### config.mk
export PLATFORM = sky130hd
export DESIGN_NAME = square_axis
export DESIGN_NICKNAME = d
export VERILOG_FILES = /design/src/rtl/sqrt_axis_pkg.sv /design/src/rtl/square_axis_iter.sv /design/src/rtl/square_axis.sv
export SDC_FILE = /design/constraint.sdc
export NUM_CORES = 1
export LEC_CHECK = 0
export ABC_AREA = 1
export BUFFER_PORTS_ARGS = -buffer_cell sky130_fd_sc_hd__buf_2
export CORE_MARGIN = 2
export CORE_UTILIZATION = 53
export DETAILED_ROUTE_END_ITERATION = 8
export GPL_TIMING_DRIVEN = 0
export PLACE_DENSITY = 0.8
export SETUP_SLACK_MARGIN = 0.1
export SYNTH_ARGS = -nofsm -noshare
export SYNTH_HDL_FRONTEND = slang
export SYNTH_SLANG_ARGS = --single-unit
### constraint.sdc
create_clock -name s00_axis_aclk -period 2.5 [get_ports s00_axis_aclk]
set_clock_uncertainty 0.2 [all_clocks]
set_input_delay 0.125 -clock s00_axis_aclk [delete_from_list [all_inputs] [get_ports s00_axis_aclk]]
set_output_delay 0.125 -clock s00_axis_aclk [all_outputs]
set_load 0.02 [all_outputs]
### src/rtl/sqrt_axis_pkg.sv
// -----------------------------------------------------------------------------
// sqrt_axis_pkg
// Shared types for the integer sqrt / square self-check stream blocks.
//   ROOT_W     : default root operand width
//   SQ_W       : width of a squared root (2*ROOT_W)
//   sq_state_t : control FSM states of square_axis
//   sq_t       : squared-result word
// -----------------------------------------------------------------------------
package sqrt_axis_pkg;

  localparam int ROOT_W = 16;
  localparam int SQ_W   = 2 * ROOT_W;

  typedef enum logic [1:0] {
    IDLE = 2'd0,
    BUSY = 2'd1,
    DONE = 2'd2
  } sq_state_t;

  typedef logic [SQ_W-1:0] sq_t;

endpackage : sqrt_axis_pkg

### src/rtl/square_axis_iter.sv
// -----------------------------------------------------------------------------
// square_iter_core
// Radix-2 shift-add squaring datapath. One operand is loaded, then one partial
// product is accumulated per step. The caller runs exactly ROOT_WIDTH steps.
// Ports:
//   clk_i        : clock
//   rst_ni       : async active-low reset, clears all datapath state
//   load_i       : capture root_i and clear the accumulator
//   step_i       : perform one shift-add iteration
//   root_i       : operand to square
//   acc_o        : running / final product (2*ROOT_WIDTH bits)
//   last_step_o  : high while the next step is the final one
// -----------------------------------------------------------------------------
module square_iter_core #(
  parameter int ROOT_WIDTH = 16
) (
  input  logic                    clk_i,
  input  logic                    rst_ni,
  input  logic                    load_i,
  input  logic                    step_i,
  input  logic [ROOT_WIDTH-1:0]   root_i,
  output logic [2*ROOT_WIDTH-1:0] acc_o,
  output logic                    last_step_o
);

  localparam int PW    = 2 * ROOT_WIDTH;
  localparam int CNT_W = $clog2(ROOT_WIDTH) + 1;

  logic [PW-1:0]         acc_q,    acc_d;
  logic [PW-1:0]         mcand_q,  mcand_d;
  logic [ROOT_WIDTH-1:0] mplier_q, mplier_d;
  logic [CNT_W-1:0]      cnt_q,    cnt_d;

  always_comb begin
    acc_d    = acc_q;
    mcand_d  = mcand_q;
    mplier_d = mplier_q;
    cnt_d    = cnt_q;
    if (load_i) begin
      acc_d    = '0;
      mcand_d  = {{ROOT_WIDTH{1'b0}}, root_i};
      mplier_d = root_i;
      cnt_d    = '0;
    end else if (step_i) begin
      // Multiplicand is pre-shifted each step, so bit i of the multiplier
      // always meets mcand << i; the 2*RW accumulator cannot overflow.
      acc_d    = acc_q + (mplier_q[0] ? mcand_q : '0);
      mcand_d  = {mcand_q[PW-2:0], 1'b0};
      mplier_d = {1'b0, mplier_q[ROOT_WIDTH-1:1]};
      cnt_d    = cnt_q + CNT_W'(1);
    end
  end

  always_ff @(posedge clk_i or negedge rst_ni) begin
    if (!rst_ni) begin
      acc_q    <= '0;
      mcand_q  <= '0;
      mplier_q <= '0;
      cnt_q    <= '0;
    end else begin
      acc_q    <= acc_d;
      mcand_q  <= mcand_d;
      mplier_q <= mplier_d;
      cnt_q    <= cnt_d;
    end
  end

  assign acc_o       = acc_q;
  assign last_step_o = (cnt_q == CNT_W'(ROOT_WIDTH - 1));

endmodule : square_iter_core

### src/rtl/square_axis.sv
// -----------------------------------------------------------------------------
// square_axis
// AXI-Stream block returning root*root for each unsigned root beat; it follows
// the integer sqrt block in the self-check loop. One beat is squared at a time
// by square_iter_core over ROOT_WIDTH cycles.
// Optional build macro SQUARE_AXIS_SKID_EN adds a one-entry input holding
// register so the next beat is accepted while the current one is in flight.
// Ports:
//   s00_axis_aclk, s00_axis_aresetn : clock, async active-low reset
//   s00_axis_tvalid/tready/tlast    : input handshake and packet end
//   s00_axis_tdata                  : root in [ROOT_WIDTH-1:0], upper bits ignored
//   s00_axis_tstrb                  : ignored
//   m00_axis_tvalid/tready/tlast    : output handshake, tlast of the source beat
//   m00_axis_tdata                  : root^2, zero-extended
//   m00_axis_tstrb                  : all ones
// -----------------------------------------------------------------------------
module square_axis
  import sqrt_axis_pkg::*;
#(
  parameter int C_S00_AXIS_TDATA_WIDTH = 32,
  parameter int C_M00_AXIS_TDATA_WIDTH = 32,
  parameter int ROOT_WIDTH             = ROOT_W
) (
  input  logic                                s00_axis_aclk,
  input  logic                                s00_axis_aresetn,
  input  logic                                s00_axis_tvalid,
  input  logic                                s00_axis_tlast,
  input  logic [C_S00_AXIS_TDATA_WIDTH-1:0]   s00_axis_tdata,
  input  logic [C_S00_AXIS_TDATA_WIDTH/8-1:0] s00_axis_tstrb,
  output logic                                s00_axis_tready,
  input  logic                                m00_axis_tready,
  output logic                                m00_axis_tvalid,
  output logic                                m00_axis_tlast,
  output logic [C_M00_AXIS_TDATA_WIDTH-1:0]   m00_axis_tdata,
  output logic [C_M00_AXIS_TDATA_WIDTH/8-1:0] m00_axis_tstrb
);

  localparam int PW = 2 * ROOT_WIDTH;

  sq_state_t             state_q, state_d;
  logic                  last_q,  last_d;
  logic                  core_load, core_step, core_last_step;
  logic [ROOT_WIDTH-1:0] core_root;
  logic [PW-1:0]         core_acc;
  logic                  s_fire;

  logic unused_inputs;
  assign unused_inputs = ^{s00_axis_tstrb, s00_axis_tdata};

  assign s_fire = s00_axis_tvalid && s00_axis_tready;

  square_iter_core #(
    .ROOT_WIDTH(ROOT_WIDTH)
  ) u_core (
    .clk_i       (s00_axis_aclk),
    .rst_ni      (s00_axis_aresetn),
    .load_i      (core_load),
    .step_i      (core_step),
    .root_i      (core_root),
    .acc_o       (core_acc),
    .last_step_o (core_last_step)
  );

`ifdef SQUARE_AXIS_SKID_EN
  logic                  hold_full_q, hold_full_d;
  logic [ROOT_WIDTH-1:0] hold_data_q, hold_data_d;
  logic                  hold_last_q, hold_last_d;

  assign s00_axis_tready = !hold_full_q;

  always_comb begin
    state_d     = state_q;
    last_d      = last_q;
    core_load   = 1'b0;
    core_step   = 1'b0;
    core_root   = s00_axis_tdata[ROOT_WIDTH-1:0];
    hold_full_d = hold_full_q;
    hold_data_d = hold_data_q;
    hold_last_d = hold_last_q;
    unique case (state_q)
      IDLE: begin
        // DONE only falls back to IDLE with the hold empty, so IDLE always
        // loads straight from the input.
        if (s_fire) begin
          core_load = 1'b1;
          last_d    = s00_axis_tlast;
          state_d   = BUSY;
        end
      end
      BUSY: begin
        core_step = 1'b1;
        if (core_last_step) state_d = DONE;
        if (s_fire) begin
          hold_full_d = 1'b1;
          hold_data_d = s00_axis_tdata[ROOT_WIDTH-1:0];
          hold_last_d = s00_axis_tlast;
        end
      end
      DONE: begin
        if (m00_axis_tready) begin
          if (hold_full_q) begin
            core_load   = 1'b1;
            core_root   = hold_data_q;
            last_d      = hold_last_q;
            hold_full_d = 1'b0;
            state_d     = BUSY;
          end else if (s_fire) begin
            // Beat arriving on the result handshake edge goes straight into
            // the core instead of detouring through the hold.
            core_load = 1'b1;
            last_d    = s00_axis_tlast;
            state_d   = BUSY;
          end else begin
            state_d = IDLE;
          end
        end else if (s_fire) begin
          hold_full_d = 1'b1;
          hold_data_d = s00_axis_tdata[ROOT_WIDTH-1:0];
          hold_last_d = s00_axis_tlast;
        end
      end
      default: state_d = IDLE;
    endcase
  end

  always_ff @(posedge s00_axis_aclk or negedge s00_axis_aresetn) begin
    if (!s00_axis_aresetn) begin
      hold_full_q <= 1'b0;
    end else begin
      hold_full_q <= hold_full_d;
    end
  end

  // Held payload is qualified by hold_full_q, so it carries no reset.
  always_ff @(posedge s00_axis_aclk) begin
    hold_data_q <= hold_data_d;
    hold_last_q <= hold_last_d;
  end
`else
  assign s00_axis_tready = (state_q == IDLE);

  always_comb begin
    state_d   = state_q;
    last_d    = last_q;
    core_load = 1'b0;
    core_step = 1'b0;
    core_root = s00_axis_tdata[ROOT_WIDTH-1:0];
    unique case (state_q)
      IDLE: begin
        if (s_fire) begin
          core_load = 1'b1;
          last_d    = s00_axis_tlast;
          state_d   = BUSY;
        end
      end
      BUSY: begin
        core_step = 1'b1;
        if (core_last_step) state_d = DONE;
      end
      DONE: begin
        if (m00_axis_tready) state_d = IDLE;
      end
      default: state_d = IDLE;
    endcase
  end
`endif

  always_ff @(posedge s00_axis_aclk or negedge s00_axis_aresetn) begin
    if (!s00_axis_aresetn) begin
      state_q <= IDLE;
      last_q  <= 1'b0;
    end else begin
      state_q <= state_d;
      last_q  <= last_d;
    end
  end

  // Output valid comes straight from the state register, never from tready.
  assign m00_axis_tvalid = (state_q == DONE);
  assign m00_axis_tlast  = last_q;
  assign m00_axis_tstrb  = '1;

  always_comb begin
    m00_axis_tdata         = '0;
    m00_axis_tdata[PW-1:0] = core_acc;
  end

endmodule : square_axis

==> out/qor.csv <==
stage,metric,value,unit
run_status,status,"finished, violations left",
run_status,violations,DRC,
yosys,netlist_top_cells_area,"dfrtp_1 (35%), nand2_1 (20%), inv_1 (13%), ha_1 (6.5%), o21ai_0 (6.1%)",
layout,drive_gt1_share,23.8,%
pwr,leakagePower,4.56,nW
global_routing,grt_pass1_wl,28000,um
critical_path,worstSetupPathType,reg2reg,
floorplan,std_cell_rows,39,
placed_design,place_inst,1180,
sta,worstMarginPinSlew,0.569,ns
global_routing,antenna_found_initial,0,
layout,n_fill_cell,895,
cts,cts_buffers,9,
sta,timing.setup.tns,0,ns
critical_path,startpoint,u_core.mplier_q[0],
route,postRouteAntennaNets,0,
yosys,yosysUniqueCellTypes,32,
sta,rsz0062_at_grt,true,
sta,fin_crit,2.42,ns
yosys,avgSynthCellArea,6.47,sq um
route,wl,17900,um
critical_path,path_depth,15,
critical_path,critPathArrivalTime,2.47,ns
placed_design,portBuffers,55,
floorplan,die-area,12800,sq um
layout,final_cell_mix,"nand2_1 (278), inv_1 (204), dfrtp_1 (88), o21ai_0 (69), buf_2 (57)",
global_routing,grt_overflow_total,0,
global_routing,use_met3,4.50,%
placed_design,dpl.hpwl,12000,um
cts,clk_path_buf_depth,2,
layout,nNetsFinal,1161,
global_routing,grt_max_degree,64,
floorplan,die_w,113,um
layout,layout_commonest_cell,nand2_1,
pwr,intPower,6.48,mW
cts,clkSinkCount,88,
yosys,yosys_register_bits,88,
critical_path,path_delay_family,simple AND/OR/NAND/NOR gates,
global_routing,grt_pass1_vias,6173,
cts,clk_latency,0.36,ns
layout,regArea,2200,sq um
yosys,synth_top_cell_by_area,dfrtp_1,
yosys,yosys_warnings,0,
route,wl_per_cell,14.5,um
layout,instances_no_fill,1234,
yosys,synth_top_area_share,34.8,%
route,vias,6532,
pwr,combPwrFrac,68.8,%
sta,hold_ws,0.0191,ns
placed_design,gp_congestion,0.918,
pwr,ir_drop,0.831,mV
yosys,ys_seq_area_share,34.8,%
run,cap_violations,0,
route,first_pass_iters,7,
cts,cts_tree,done,
sta,fmax,414,MHz
route,viasPerCell,5.29,
sta,hold_viol_final,0,
layout,area_growth,29.8,%
layout,antenna_cells,0,
critical_path,crit_end,u_core.acc_o[14],
critical_path,cp_num_buf_inv,5,
critical_path,rrSetupSlack,0.08,ns
cts,path_clk_slew,0.07,ns
global_routing,grtUsageMet2,45.7,%
placed_design,dp_slack,-0.341,ns
sta,finalSetupViolCount,0,
floorplan,floorplan.die.height,113,um
critical_path,max_stage_delay,0.39,ns
global_routing,top_usage_layer,met2,
critical_path,worstSetupEndpointType,register,
critical_path,critPathLaunchType,register,
critical_path,reg2reg_to,u_core.acc_o[14],
yosys,syn_inst,978,
cts,root_buffer,clkbuf_16,
cts,htreeDepth,3,
pwr,clockPowerShare,10.1,%
sta,drv_slew,0,
floorplan,io_pins,80,
critical_path,path_cells,buf_8 > buf_8 > nand2_1 > inv_1 > ha_4 > nand2_2 > inv_2 > nand2_1 > nor3_1 > nand2_1 > nand2_2 > buf_4 > a21oi_1 > o21ai_1 > nand2_1,
route,dr.first_iter.drc_count,484,
critical_path,reg2reg_from,u_core.mplier_q[0],
critical_path,crit_top_cell,nand2_1,
critical_path,reg2reg_depth,15,
pwr,pwr_density_cell,1620,nW/um^2
critical_path,cp_max_fo,6,
global_routing,use_met1,35.1,%
yosys,syn-cell-area,6330,sq um
layout,multi_input_area,3820,sq um
hold_path,hold_path.class,in2async,
global_routing,track_usage,27.3,%
pwr,seq_power_share,21.1,%
critical_path,required,2.56,ns
floorplan,core_area,11500,sq um
pwr,p_sw_share,51.2,%
sta,setup_slack,0.0829,ns
sta,slew_headroom,62.0,%
sta,period_share,96.7,%
route,drc,5,
floorplan,initial_core_util,54.9,%
pwr,switchingPower,6.79,mW
critical_path,crit_slowest_cell,dfrtp_1,
## repair_timing
item | CTS | global route
hold buffers | 19 | 0
pin swaps | 3 | 40
gates cloned | 1 | 0
endpoints found under the hold margin | 122 | 0
resized for setup | 55 | 128
setup buffers | 6 | 12
setup endpoints to repair | 25 | 24
## through the flow
stage | power [mW] | util, % | area [sq um]
3_3_place_gp | 9.39 | 59.0 | 6800
6_report | 13.3 | 71.3 | 8210
3_5_place_dp | 9.54 | 59.3 | 6830
4_1_cts | 11.7 | 66.5 | 7660
5_1_grt | 14.4 | 71.3 | 8210
2_1_floorplan | 7.81 | - | 6340
## final cells by class
| type | count | area share (%) |
|---|---|---|
| well taps | 143 | 2.18 |
| clock inverters | 6 | 0.579 |
| multi-input cells | 641 | 46.5 |
| repair buffers | 94 | 7.86 |
| plain buffers | 32 | 3.02 |
| clock buffers | 10 | 2.91 |
| flip-flops and latches | 88 | 26.8 |
| inverters | 220 | 10.1 |
## per-layer routing
layer  share of wire [%]  up-vias
met5                   0        -
met4                 4.1        0
met3                 5.9       66
met2                  48      239
met1                  42     3003
li1                    -     3224
## cells in the mapped netlist (all sizes together)
master and n:
inv 220, nor2 50, xor2 1, nand4 4
nand3b 2, o21ai 112, a21o 1, o31ai 2
conb 1, buf 19, o21bai 3, xnor2 1
o22ai 16, dfrtp 88, a32o 4, nand3 40
fa 1, a21oi 29, a22o 1, nand2 331
nor3 4, ha 33, or2 2, clkbuf 13
## logic make-up (layout without fill, tap and decap cells)
group / Yosys count / in the layout / share of synthesized area, %
flops: 88 / 88 / 34.8
compound gates: 168 / 168 / 14.2
xor+xnor: 2 / 2 / 0.277
buf+inv: 252 / 362 / 16.6
fa+ha+maj: 34 / 34 / 6.84
simple gates: 433 / 433 / 27.2
other cells: 1 / 4 / 0.0593
## registers in the layout (all words and copies together) (netlist names)
signal / cells
u_core.acc_o: 32
u_core.cnt_q: 5
u_core.mplier_q: 16
u_core.mcand_q: 32
state_q: 2
m00_axis_tlast: 1
## worst min path at each step
stage | slack [ns] | depth (start not counted) | start | end
floorplan | -0.37 | 0 | s00_axis_aresetn | m00_axis_tlast
global placement | 0.11 | 2 | m00_axis_tready | state_q[1]
detailed placement | -0.14 | 1 | s00_axis_aresetn | u_core.mplier_q[8]
CTS | 0.02 | 2 | s00_axis_aresetn | u_core.mplier_q[13]
global route | 0.05 | 2 | s00_axis_aresetn | u_core.mplier_q[13]
finish | 0.02 | 2 | s00_axis_aresetn | u_core.mplier_q[13]
## power by group through the flow
stage	logic, mW	registers (mW)	clock network [mW]
after floorplan	4.92	2.89	0
after global placement	6.71	2.68	0
after detailed placement	6.85	2.69	0
after CTS	7.58	2.73	1.35
after global routing	10.1	2.88	1.41
final	9.13	2.80	1.34
## worst register-to-register path: cells and delay by family (launching register included)
kind                     cells  cell delay (ns)
buffers and inverters        5             0.54
flip-flops                   1             0.39
adder cells (fa/ha/maj)      1             0.30
AND/OR/NAND/NOR              7             0.75
AO/OA/AOI/OAI                2             0.13
Note: power is estimated with default switching activity, not from simulation.
